## src/rtl/master_port_pkg.sv

```systemverilog
// Shared types and sizing helpers for the serial bus master port.
// Latency: n/a (types and constants only).
// Backpressure: n/a.
package master_port_pkg;

    // Transaction phases of the master port.
    typedef enum logic [2:0] {
        IDLE  = 3'd0,
        HDR   = 3'd1,
        ADDR  = 3'd2,
        RWAIT = 3'd3,
        RDATA = 3'd4,
        RESP  = 3'd5
    } state_e;

    localparam int DEF_N   = 8;
    localparam int DEF_ADN = 12;

    // Bits needed to hold a count from 0 up to and including n.
    function automatic int cnt_width(input int n);
        return $clog2(n + 1);
    endfunction

endpackage

```

## src/rtl/serial_shift_reg.sv

```systemverilog
// MSB-first shift register: parallel load, serial out from the MSB, serial in at the LSB.
// Latency: load or shift takes effect on the next rising edge.
// Backpressure: none; shifts only when shift_i is high, load wins over shift.
module serial_shift_reg #(
    parameter int W = 8
) (
    input  logic         clk,
    input  logic         rstn,
    input  logic         load_i,
    input  logic [W-1:0] par_i,
    input  logic         shift_i,
    input  logic         ser_i,
    output logic [W-1:0] par_o,
    output logic         ser_o
);

    logic [W-1:0] sr_q;
    logic [W-1:0] sr_d;

    // Next value: load a new word, or move everything one place toward the MSB.
    always_comb begin
        sr_d = sr_q;
        if (load_i) begin
            sr_d = par_i;
        end else if (shift_i) begin
            sr_d = W'({sr_q, ser_i});
        end
    end

    // Register with asynchronous clear.
    always_ff @(posedge clk or negedge rstn) begin
        if (!rstn) begin
            sr_q <= '0;
        end else begin
            sr_q <= sr_d;
        end
    end

    assign par_o = sr_q;
    assign ser_o = sr_q[W-1];

endmodule

```

## src/rtl/master_port.sv

```systemverilog
// Converts a parallel read/write request into a serial slave transaction and collects read data.
// Latency: write completes ADN+2 cycles after acceptance; read completes N+1 cycles after slave header.
// Backpressure: req_ready only in IDLE with slv_ready_i high; optional read timeout via MASTER_PORT_TIMEOUT_EN.
module master_port
    import master_port_pkg::*;
#(
    parameter int N       = DEF_N,
    parameter int ADN     = DEF_ADN,
    parameter int TIMEOUT = 64
) (
    input  logic           clk,
    input  logic           rstn,
    input  logic           req_valid,
    output logic           req_ready,
    input  logic           req_wr,
    input  logic [ADN-1:0] req_addr,
    input  logic [N-1:0]   req_wdata,
    output logic           resp_valid,
    output logic [N-1:0]   resp_rdata,
    output logic           resp_err,
    output logic           slv_valid_o,
    output logic           slv_wren_o,
    output logic           slv_addr_o,
    output logic           slv_data_o,
    input  logic           slv_ready_i,
    input  logic           slv_valid_i,
    input  logic           slv_data_i
);

    localparam int CW = cnt_width(ADN);

    // Configuration sanity: write data is aligned to the tail of the address burst.
    if (ADN < N || TIMEOUT < 1) begin : g_bad_cfg
        $error("master_port: need ADN >= N and TIMEOUT >= 1");
    end

    state_e        state_q, state_d;
    logic [CW-1:0] cnt_q, cnt_d;
    logic          wr_q, wr_d;
    logic [N-1:0]  rdata_q, rdata_d;

    logic          accept;
    logic          addr_shift;
    logic          data_shift;
    logic          rd_shift;
    logic          data_win;
    logic          addr_ser;
    logic          data_ser;
    logic [N-1:0]  rd_par;

    logic [ADN-1:0] addr_par_unused;
    logic [N-1:0]   data_par_unused;
    logic           rd_ser_unused;

`ifdef MASTER_PORT_TIMEOUT_EN
    localparam int TW = cnt_width(TIMEOUT);
    logic [TW-1:0] wait_q, wait_d;
    logic          err_q, err_d;
`endif

    // Reset gates ready so every output reads 0 while rstn is low.
    assign req_ready = rstn && (state_q == IDLE) && slv_ready_i;
    assign accept    = req_valid && req_ready;
    // Write data rides on the last N address beats.
    assign data_win  = (cnt_q >= CW'(ADN - N));

    serial_shift_reg #(.W(ADN)) u_addr_sr (
        .clk     (clk),
        .rstn    (rstn),
        .load_i  (accept),
        .par_i   (req_addr),
        .shift_i (addr_shift),
        .ser_i   (1'b0),
        .par_o   (addr_par_unused),
        .ser_o   (addr_ser)
    );

    serial_shift_reg #(.W(N)) u_wdata_sr (
        .clk     (clk),
        .rstn    (rstn),
        .load_i  (accept),
        .par_i   (req_wdata),
        .shift_i (data_shift),
        .ser_i   (1'b0),
        .par_o   (data_par_unused),
        .ser_o   (data_ser)
    );

    serial_shift_reg #(.W(N)) u_rdata_sr (
        .clk     (clk),
        .rstn    (rstn),
        .load_i  (accept),
        .par_i   ({N{1'b0}}),
        .shift_i (rd_shift),
        .ser_i   (slv_data_i),
        .par_o   (rd_par),
        .ser_o   (rd_ser_unused)
    );

    // Next-state, beat counting and shift enables for each transaction phase.
    always_comb begin
        state_d    = state_q;
        cnt_d      = cnt_q;
        wr_d       = wr_q;
        rdata_d    = rdata_q;
        addr_shift = 1'b0;
        data_shift = 1'b0;
        rd_shift   = 1'b0;
`ifdef MASTER_PORT_TIMEOUT_EN
        wait_d     = wait_q;
        err_d      = err_q;
`endif
        case (state_q)
            IDLE: begin
                if (accept) begin
                    state_d = HDR;
                    wr_d    = req_wr;
                    cnt_d   = '0;
                end
            end
            HDR: begin
                state_d = ADDR;
                cnt_d   = '0;
            end
            ADDR: begin
                addr_shift = 1'b1;
                data_shift = wr_q && data_win;
                if (cnt_q == CW'(ADN - 1)) begin
                    state_d = wr_q ? RESP : RWAIT;
                    cnt_d   = '0;
`ifdef MASTER_PORT_TIMEOUT_EN
                    wait_d  = '0;
`endif
                end else begin
                    cnt_d = cnt_q + CW'(1);
                end
            end
            RWAIT: begin
                // First valid cycle from the slave is its header; drop it.
                if (slv_valid_i) begin
                    state_d = RDATA;
                    cnt_d   = '0;
                end
`ifdef MASTER_PORT_TIMEOUT_EN
                else if (wait_q == TW'(TIMEOUT - 1)) begin
                    state_d = RESP;
                    cnt_d   = '0;
                    err_d   = 1'b1;
                end else begin
                    wait_d = wait_q + TW'(1);
                end
`endif
            end
            RDATA: begin
                if (slv_valid_i) begin
                    rd_shift = 1'b1;
                    if (cnt_q == CW'(N - 1)) begin
                        state_d = RESP;
                        cnt_d   = '0;
                        rdata_d = N'({rd_par, slv_data_i});
                    end else begin
                        cnt_d = cnt_q + CW'(1);
                    end
                end
`ifdef MASTER_PORT_TIMEOUT_EN
                else if (wait_q == TW'(TIMEOUT - 1)) begin
                    state_d = RESP;
                    cnt_d   = '0;
                    err_d   = 1'b1;
                end else begin
                    wait_d = wait_q + TW'(1);
                end
`endif
            end
            RESP: begin
                state_d = IDLE;
                cnt_d   = '0;
`ifdef MASTER_PORT_TIMEOUT_EN
                err_d   = 1'b0;
`endif
            end
            default: begin
                state_d = IDLE;
                cnt_d   = '0;
            end
        endcase
    end

    // Phase, beat counter, direction and completed read word.
    always_ff @(posedge clk or negedge rstn) begin
        if (!rstn) begin
            state_q <= IDLE;
            cnt_q   <= '0;
            wr_q    <= 1'b0;
            rdata_q <= '0;
        end else begin
            state_q <= state_d;
            cnt_q   <= cnt_d;
            wr_q    <= wr_d;
            rdata_q <= rdata_d;
        end
    end

`ifdef MASTER_PORT_TIMEOUT_EN
    // Read-wait counter and sticky timeout flag for the current transaction.
    always_ff @(posedge clk or negedge rstn) begin
        if (!rstn) begin
            wait_q <= '0;
            err_q  <= 1'b0;
        end else begin
            wait_q <= wait_d;
            err_q  <= err_d;
        end
    end

    assign resp_err = (state_q == RESP) && err_q;
`else
    assign resp_err = 1'b0;
`endif

    assign resp_valid  = (state_q == RESP);
    assign resp_rdata  = rdata_q;
    assign slv_valid_o = (state_q == HDR) || (state_q == ADDR);
    assign slv_wren_o  = slv_valid_o && wr_q;
    assign slv_addr_o  = (state_q == ADDR) && addr_ser;
    assign slv_data_o  = (state_q == ADDR) && wr_q && data_win && data_ser;

endmodule

```

## config.mk

```make
export PLATFORM = sky130hd
export DESIGN_NAME = master_port
export DESIGN_NICKNAME = d
export VERILOG_FILES = /design/src/rtl/master_port_pkg.sv /design/src/rtl/serial_shift_reg.sv /design/src/rtl/master_port.sv
export SDC_FILE = /design/constraint.sdc
export NUM_CORES = 1
export LEC_CHECK = 0
export ABC_AREA = 1
export BUFFER_PORTS_ARGS = -buffer_cell sky130_fd_sc_hd__buf_2
export CAP_MARGIN = 20
export CORE_UTILIZATION = 35
export CTS_CLUSTER_SIZE = 28
export DETAILED_ROUTE_END_ITERATION = 6
export HOLD_SLACK_MARGIN = 0.02
export PLACE_DENSITY = 0.52
export SYNTH_ARGS = -nofsm -noshare
export SYNTH_HDL_FRONTEND = slang
export SYNTH_SLANG_ARGS = --single-unit
```

## constraint.sdc

```tcl
create_clock -name clk -period 2.9 [get_ports clk]
set_input_delay 0.29 -clock clk [delete_from_list [all_inputs] [get_ports clk]]
set_output_delay 0.29 -clock clk [all_outputs]
set_load 0.05 [all_outputs]
```

==> impl_metrics.ini, run 1 <==
[logic_synthesis]
syn_avg_cell_area_sq_um = 8.25
netlist_area_sq_mm = 0.00205
synth_fa_ha_area_share_pct = 0.612
synth_top_family_by_area = simple AND/OR/NAND/NOR gates
synth_cell_types = 25
ys_seq_elements = 43
yosysWarningCount = 0
synth_area_leader_cell = dfrtp_1
synthCells = 248
muxShareOfSynthArea_pct = 0
synthSimpleGateAreaFrac_pct = 31.6
synth_compound_area_share_pct = 8.38
synth_nets = 276
synth-xor-area-share_pct = 0
yosysSeqAreaShare_pct = 52.6
ys_top_cells_by_area = dfrtp_1 (53%), nand2_1 (15%), nand3_1 (9.5%), inv_1 (3.5%), nor2_1 (2.6%)
synth.top_cell.area_share_pct = 52.6

[finish]
regArea_sq_mm = 0.00108
final_layout_size_suffix_gt1_share_pct = 22.0
fillers = 595
final_cells = 363
syn_to_final_growth_pct = 17.0
multi_input_comb_area_sq_um = 833
fin_nets = 318
diodes = 0

[die]
io_pins = 42
core_sq_mm = 0.00557
num_rows = 27
dieHeight_microns = 78.5
initial_core_util_pct = 36.7
die_area_sq_mm = 0.00615
dieWidth_microns = 78.5

[sta]
hold_viol_final = 0
max_slew_margin_pct = 50.6
finClkSkew_ps = 4.22
max_freq_ghz = 0.458
fin_setup_tns_ps = 0
setup_viol = 0
worstMarginPinSlew_ps = 738
rsz0062_at_grt = no
period_share_pct = 75.3
period_needed_ps = 2180
drv_slew = 0
hold_slack_ps = 91.4

[place]
dp.cells = 355
hpwl_mm = 3.08
place.gp.congestion = 0.735
port_buffers = 40

[status]
status = complete, no violations

[hold_path]
hp-class = input port to async pin

[global_route]
grt_antenna_before_repair = 0
gr-usage-all-layers_pct = 15.5
grt_overflow = 0
grt_pass1_wl_mm = 7.40
grt_max_degree = 44
grt_pass1_vias = 1526

[clock_tree]
path_clk_slew_ps = 90
cts.htree.levels = 2
post_cts_buffers = 0
holdBufCountCts = 0
clock_latency_ps = 290
cts_buffer_depth = 2
ctsResizeCount = 0
clkSinkCount = 43
tritoncts = built
cts-root-buf = clkbuf_8
cts_buffers = 5

[critical_path]
r2r_setup_slack_ps = 1080
cp_data_arrival_time_ps = 1890
timing.rr.start = state_q[2]
ff2ff_path_depth = 7
endpoint_kind = primary output
r2r_end = u_addr_sr.par_o[7]
required_ps = 2610
path_max_fanout = 9
criticalPathCategory = flip-flop to primary output
startpoint_type = flip-flop

[detailed_routing]
wl_mm = 4.32
via_count = 1681
wl_per_cell_microns = 11.9
drt_pass1_iterations = 4
drt_iter0_markers = 104
ant_nets = 0
drc_errors = 0
via_per_inst = 4.63

[power]
p_total_mw = 2.00
cellPowerDensity_mw_per_mm2 = 837
power_leakage_nw = 1.28
peakVddDrop_v = 0.000283

[job]
maxCapViolations = 0
==> report_power, final <==
group          leakage [nW]  switching, mW  internal (mW)
Sequential            0.563          0.122          0.803
Clock                0.0402          0.216          0.168
Combinational         0.672          0.474          0.222
Total                  1.28          0.812           1.19
==> cell type report <==
cell class	instances	share of cell area, %
tap	72	3.76
clock buffer	5	2.88
sequential	43	45.0
multi-input combinational	175	34.8
inverter	22	3.45
clock inverter	3	0.836
timing repair buffer	43	9.30
==> state kept, by name, indices dropped and copies added, names as in the netlist <==
signal / flops
resp_rdata: 8
cnt_q: 4
wr_q: 1
u_addr_sr.par_o: 12
state_q: 3
u_rdata_sr.par_o: 7
u_wdata_sr.par_o: 8
==> cell usage in the layout, fill, tap and decap left out, drive strengths merged, types with 2 or more instances in the layout <==
cell	n
nand2	83
dfrtp	43
buf	43
nand3	39
inv	22
nor2	17
a21oi	10
o21ai	10
o22ai	6
clkbuf	5
o21bai	3
nor3	3
nand4	2
clkinvlp	2
==> synth_stat cells (all sizes together) <==
cell type	count
nor3	3
nor2	17
a21oi	10
nand3	39
o22ai	6
o21ai	10
nand4	2
inv	22
dfrtp	43
conb	1
o21bai	3
nand2	83
ha	1
buf	8
==> per-stage QoR <==
stage               cell area (sq um)  setup WS [ps]  utilization (%)
global route                     2390            545             42.9
detailed placement               2300           1050             41.3
floorplan                        2050            941                -
global placement                 2300           1040             41.3
CTS                              2390            704             42.9
finish                           2390            718             42.9
==> routing by layer <==
metal	GRT usage, %	share of wire, %	vias up
li1	-	-	885
met1	22.4	50	753
met2	22.9	44	39
met3	3.49	4.1	4
met4	4.44	0.99	0
met5	0	0	-
==> logic make-up after synthesis <==
logic type,Yosys count
simple gates,144
flops,43
buf+inv,30
compound gates,29
fa+ha+maj,1
other cells,1
==> worst max-delay path by stage <==
stage	endpoint	slack, ps	start	cells past startpoint
6_report	slv_data_o	720	cnt_q[2]	5
5_1_grt	slv_data_o	550	cnt_q[2]	5
4_1_cts	slv_data_o	700	cnt_q[2]	5
3_5_place_dp	slv_data_o	1050	cnt_q[2]	5
3_3_place_gp	slv_data_o	1040	cnt_q[2]	5
2_1_floorplan	u_addr_sr.par_o[4]	940	state_q[0]	7
==> worst max-delay path: stages, from the launching register on <==
cell and delay [ps]:
dfrtp_1 430, inv_1 90, a21oi_2 350, nand2_1 300
nor2_1 150, buf_2 270
(Power assumes the default switching activity.)
==> run 2, diff against run 1 <==
==> constraint.sdc (replaced) <==
create_clock -name clk -period 2.2 [get_ports clk]
set_input_delay 0.22 -clock clk [delete_from_list [all_inputs] [get_ports clk]]
set_output_delay 0.22 -clock clk [all_outputs]
set_load 0.05 [all_outputs]
==> run 2 against run 1 <==
Against the previous run: non-clock buffer count up 1; worst hold slack worse by 76 ps; clock skew up 2.2 ps; highest routed layer unchanged; core utilization rose by 0.067 points; sequential power rose by 32%; total power up 31%; first-iteration DRC count shrank 13%; sequential share of layout area is 0.070 points lower; via count rose by 2.3%; critical path depth stayed put; clock power up 28%; largest cell class unchanged; sequential cell count unchanged.
==> impl_metrics.ini, run 2 (synthesized netlist as in run 1, its figures left out) <==
[job]
maxCapViolations = 0

[detailed_routing]
wl_mm = 4.35
drt_pass1_iterations = 4
via_per_inst = 4.73
wl_per_cell_microns = 11.9
via_count = 1720
drt_iter0_markers = 91
drc_errors = 0
ant_nets = 0

[finish]
final_cells = 364
regArea_sq_mm = 0.00108
fillers = 612
fin_nets = 319
final_common_cell = nand2_1
multi_input_comb_area_sq_um = 833
post-route-util_pct = 43.0
final_cell_mix = nand2_1 (81), dfrtp_1 (43), buf_2 (40)
largest_reg_flops = 12
diodes = 0
final_layout_size_suffix_gt1_share_pct = 21.9
syn_to_final_growth_pct = 17.2

[sta]
hold_viol_final = 0
max_freq_ghz = 0.524
period_needed_ps = 1910
period_share_pct = 86.8
drv_slew = 0
worstMarginPinSlew_ps = 765
max_slew_margin_pct = 48.8
finClkSkew_ps = 6.41
fin_setup_tns_ps = 0
rsz0062_at_grt = no
setup_viol = 0

[die]
die_area_sq_mm = 0.00615
num_rows = 27
dieWidth_microns = 78.5
dieHeight_microns = 78.5
initial_core_util_pct = 36.7
io_pins = 42
core_sq_mm = 0.00557

[global_route]
grt_pass1_wl_mm = 7.58
grt_overflow = 0
grt_max_degree = 44
grt_pass1_vias = 1654
grt_antenna_before_repair = 0
gr-usage-all-layers_pct = 15.8

[clock_tree]
cts_buffer_depth = 2
post_cts_buffers = 0
clkSinkCount = 43
tritoncts = built
cts-root-buf = clkbuf_8
cts.htree.levels = 2
cts_buffers = 5
holdBufCountCts = 0
ctsResizeCount = 0
path_clk_slew_ps = 80
clock_latency_ps = 290

[place]
place.gp.congestion = 0.825
port_buffers = 40
dp.cells = 356
hpwl_mm = 3.14

[status]
status = complete, no violations

[critical_path]
worstPathCellList = inv_2, nor3_4, inv_2, a21oi_1, buf_2
criticalPathCategory = flip-flop to primary output
critPathTopFamily = buffers and inverters
crit_buf_inv = 3
path_common_cell = inv_2
critPathMaxStageDelay_ps = 460
startpoint_type = flip-flop
cp_data_arrival_time_ps = 1690
endpoint_kind = primary output
cp_slowest_cell = dfrtp_1
required_ps = 1980
r2r_setup_slack_ps = 520
path_max_fanout = 8

[hold_path]
hp-class = input port to async pin

[power]
peakVddDrop_v = 0.000384
cellPowerDensity_mw_per_mm2 = 1100
power_leakage_nw = 1.28
p_total_mw = 2.63
## run 2: changes by cell type in the layout (fill, tap and decap cells not counted), sizes merged
cell	delta
clkinvlp	-1
clkbuf	+1
buf	+1
## run 2: layout make-up
type                            instances  area share, %
Tap cell                               72           3.76
Multi-Input combinational cell        175           34.8
Clock inverter                          2          0.522
Sequential cell                        43           44.9
Inverter                               22           3.44
Timing Repair Buffer                   44           9.60
Clock buffer                            6           3.03
## run 2: final timing paths
kind,startpoint,to,depth (start not counted)
worst max-delay path,state_q[1],slv_wren_o,5
max in group asynchronous,rstn,state_q[0],2
worst min-delay path,rstn,resp_rdata[3],2
min in group clk,req_wdata[0],u_wdata_sr.par_o[0],3
worst max register to register,state_q[0],u_rdata_sr.par_o[4],6
worst min register to register,u_addr_sr.par_o[11],u_addr_sr.par_o[11],2
## run 2: per-stage QoR
| stage | cell area, sq um | setup slack [ps] | hold WS, ps |
|---|---|---|---|
| finish | 2400 | 291 | 15.7 |
| floorplan | 2050 | 241 | -75.6 |
| CTS | 2400 | 253 | 49.6 |
| global route | 2400 | 182 | 55.1 |
| global placement | 2310 | 564 | 374 |
| detailed placement | 2310 | 517 | 370 |
## run 2: per-layer routing
metal  up-vias  part of all wire [%]  GRT usage (%)
li1        887                     -              -
met1       790                    50           21.4
met2        39                    46           25.2
met3         4                   3.2           3.49
met4         0                   1.0           5.00
met5         -                     0              0
## run 2: worst register-to-register path: cells and delay by family (launching register included)
family           cells  cell delay, ps
flip-flops           1             480
AND/OR/NAND/NOR      5             990
AO/OA/AOI/OAI        1             110
## run 2: report_power, final
group | switching [mW] | internal, mW
registers | 0.160 | 1.06
clock network | 0.270 | 0.222
logic | 0.630 | 0.293
==> run 3, diff against run 2 <==
--- a/config.mk
+++ b/config.mk
@@ -12,7 +12,8 @@
 export CTS_CLUSTER_SIZE = 28
 export DETAILED_ROUTE_END_ITERATION = 6
 export HOLD_SLACK_MARGIN = 0.02
-export PLACE_DENSITY = 0.52
+export PLACE_DENSITY = 0.51
 export SYNTH_ARGS = -nofsm -noshare
 export SYNTH_HDL_FRONTEND = slang
+export SYNTH_HIERARCHICAL = 1
 export SYNTH_SLANG_ARGS = --single-unit
==> run 3 against run 2 <==
Against the previous run: clock-buffer cell count is the same; synthesized area grew 9.7%; clock power grew 30%; combinational power grew 5.4%; design area grew 11%; worst setup slack gained 89 ps; non-clock buffer count grew 2; largest power group unchanged; global-route usage shrank 0.35 points.
==> impl_metrics.ini, run 3 <==
[logic_synthesis]
synthCells = 270
netlist_area_sq_mm = 0.00224
syn_avg_cell_area_sq_um = 8.31
yosysWarningCount = 6

[clock_tree]
holdBufCountCts = 0
cts-root-buf = clkbuf_8
ctsResizeCount = 0
clock_latency_ps = 290
tritoncts = built
cts_buffers = 5
cts_buffer_depth = 2
path_clk_slew_ps = 80
clkSinkCount = 43
cts.htree.levels = 2
post_cts_buffers = 0

[die]
num_rows = 28
initial_core_util_pct = 37.0
io_pins = 42
dieWidth_microns = 82.1
die_area_sq_mm = 0.00673
dieHeight_microns = 82.1
core_sq_mm = 0.00606

[critical_path]
endpoint_kind = primary output
critPathMaxStageDelay_ps = 490
worstPathCellList = nor3_4, inv_2, nor3b_2, buf_2
required_ps = 1980
path_max_fanout = 7
cp_slowest_cell = dfrtp_1
criticalPathCategory = flip-flop to primary output
startpoint_type = flip-flop
cp_data_arrival_time_ps = 1600
ff2ff_path_depth = 9

[sta]
worst_slack_ps = 380
rsz0062_at_grt = no
period_needed_ps = 1820
setup_viol = 0
hold_viol_final = 0
fin_setup_tns_ps = 0
period_share_pct = 82.7
worstMarginPinSlew_ps = 561
finClkSkew_ps = 3.43
hold_slack_ps = 21.1
max_slew_margin_pct = 62.6
max_freq_ghz = 0.549
drv_slew = 0

[finish]
largest_reg_flops = 12
fin_area_sq_mm = 0.00265
final_common_cell = nand2_1
post-route-util_pct = 43.7
final_cell_mix = nand2_1 (83), nand3_1 (59), dfrtp_1 (43)
final_cells = 398
final_layout_size_suffix_gt1_share_pct = 27.6
syn_to_final_growth_pct = 18.1
diodes = 0
fin_nets = 350

[global_route]
grt_pass1_wl_mm = 7.83
grt_overflow = 0
grt_antenna_before_repair = 0
grt_max_degree = 44
grt_pass1_vias = 1695
gr-usage-all-layers_pct = 15.5

[power]
power_leakage_nw = 1.37
cellPowerDensity_mw_per_mm2 = 1080
peakVddDrop_v = 0.000431
p_total_mw = 2.86

[detailed_routing]
drc_errors = 0
wl_mm = 4.69
drt_pass1_iterations = 4
wl_per_cell_microns = 11.8
drt_iter0_markers = 69
via_count = 1851
ant_nets = 0
via_per_inst = 4.65

[hold_path]
hp-class = input port to async pin

[status]
status = complete, no violations

[place]
place.gp.congestion = 0.794
placed_cell_area_sq_mm = 0.00253
place_ws_ps = 500
dp.cells = 390
hpwl_mm = 3.35
port_buffers = 40

[job]
maxCapViolations = 0
[run 3: changes by cell type in the layout (fill, tap and decap cells not counted), sizes merged, moves of 6 or more]
cell / previous run / this run
a21oi: 10 / 2
nor2: 17 / 11
o22ai: 6 / 0
conb: 1 / 10
nand2: 83 / 90
nand3: 39 / 62
[run 3: worst paths after layout]
check	start	endpoint	slack, ps
hold / removal	rstn	u_wdata_sr/par_o[2]	20
hold reg to reg	resp_rdata[1]	resp_rdata[1]	480
max in group asynchronous	rstn	cnt_q[1]	1800
min in group clk	req_addr[4]	u_addr_sr/par_o[4]	140
setup / recovery	state_q[2]	slv_data_o	380
setup reg to reg	state_q[0]	u_addr_sr/par_o[1]	490
[run 3: layout make-up]
type                       instances  area, sq um
multi-input combinational        200         1020
tap                               75         93.8
sequential                        43         1080
fill                             648         3410
clock buffer                       6         82.6
clock inverter                     2         35.0
timing repair buffer              46          245
inverter                          26         97.6
[run 3: report_power, final]
part / leakage [nW] / switching, mW / internal [mW]
logic: 0.747 / 0.650 / 0.324
clock network: 0.0612 / 0.274 / 0.368
registers: 0.560 / 0.196 / 1.05
total: 1.37 / 1.12 / 1.74
[run 3: worst max-delay path: cells and delay by family (launching register included)]
family	cells	cell delay, ps
buf+inv	2	390
simple gates	2	430
flops	1	490
[run 3: routing by layer]
| layer | vias up | GRT usage [%] | part of all wire [%] |
|---|---|---|---|
| met5 | - | 0 | 0 |
| met4 | 0 | 4.74 | 0.92 |
| met3 | 4 | 3.67 | 4.3 |
| met2 | 29 | 24.2 | 45 |
| met1 | 855 | 21.0 | 50 |
| li1 | 963 | - | - |
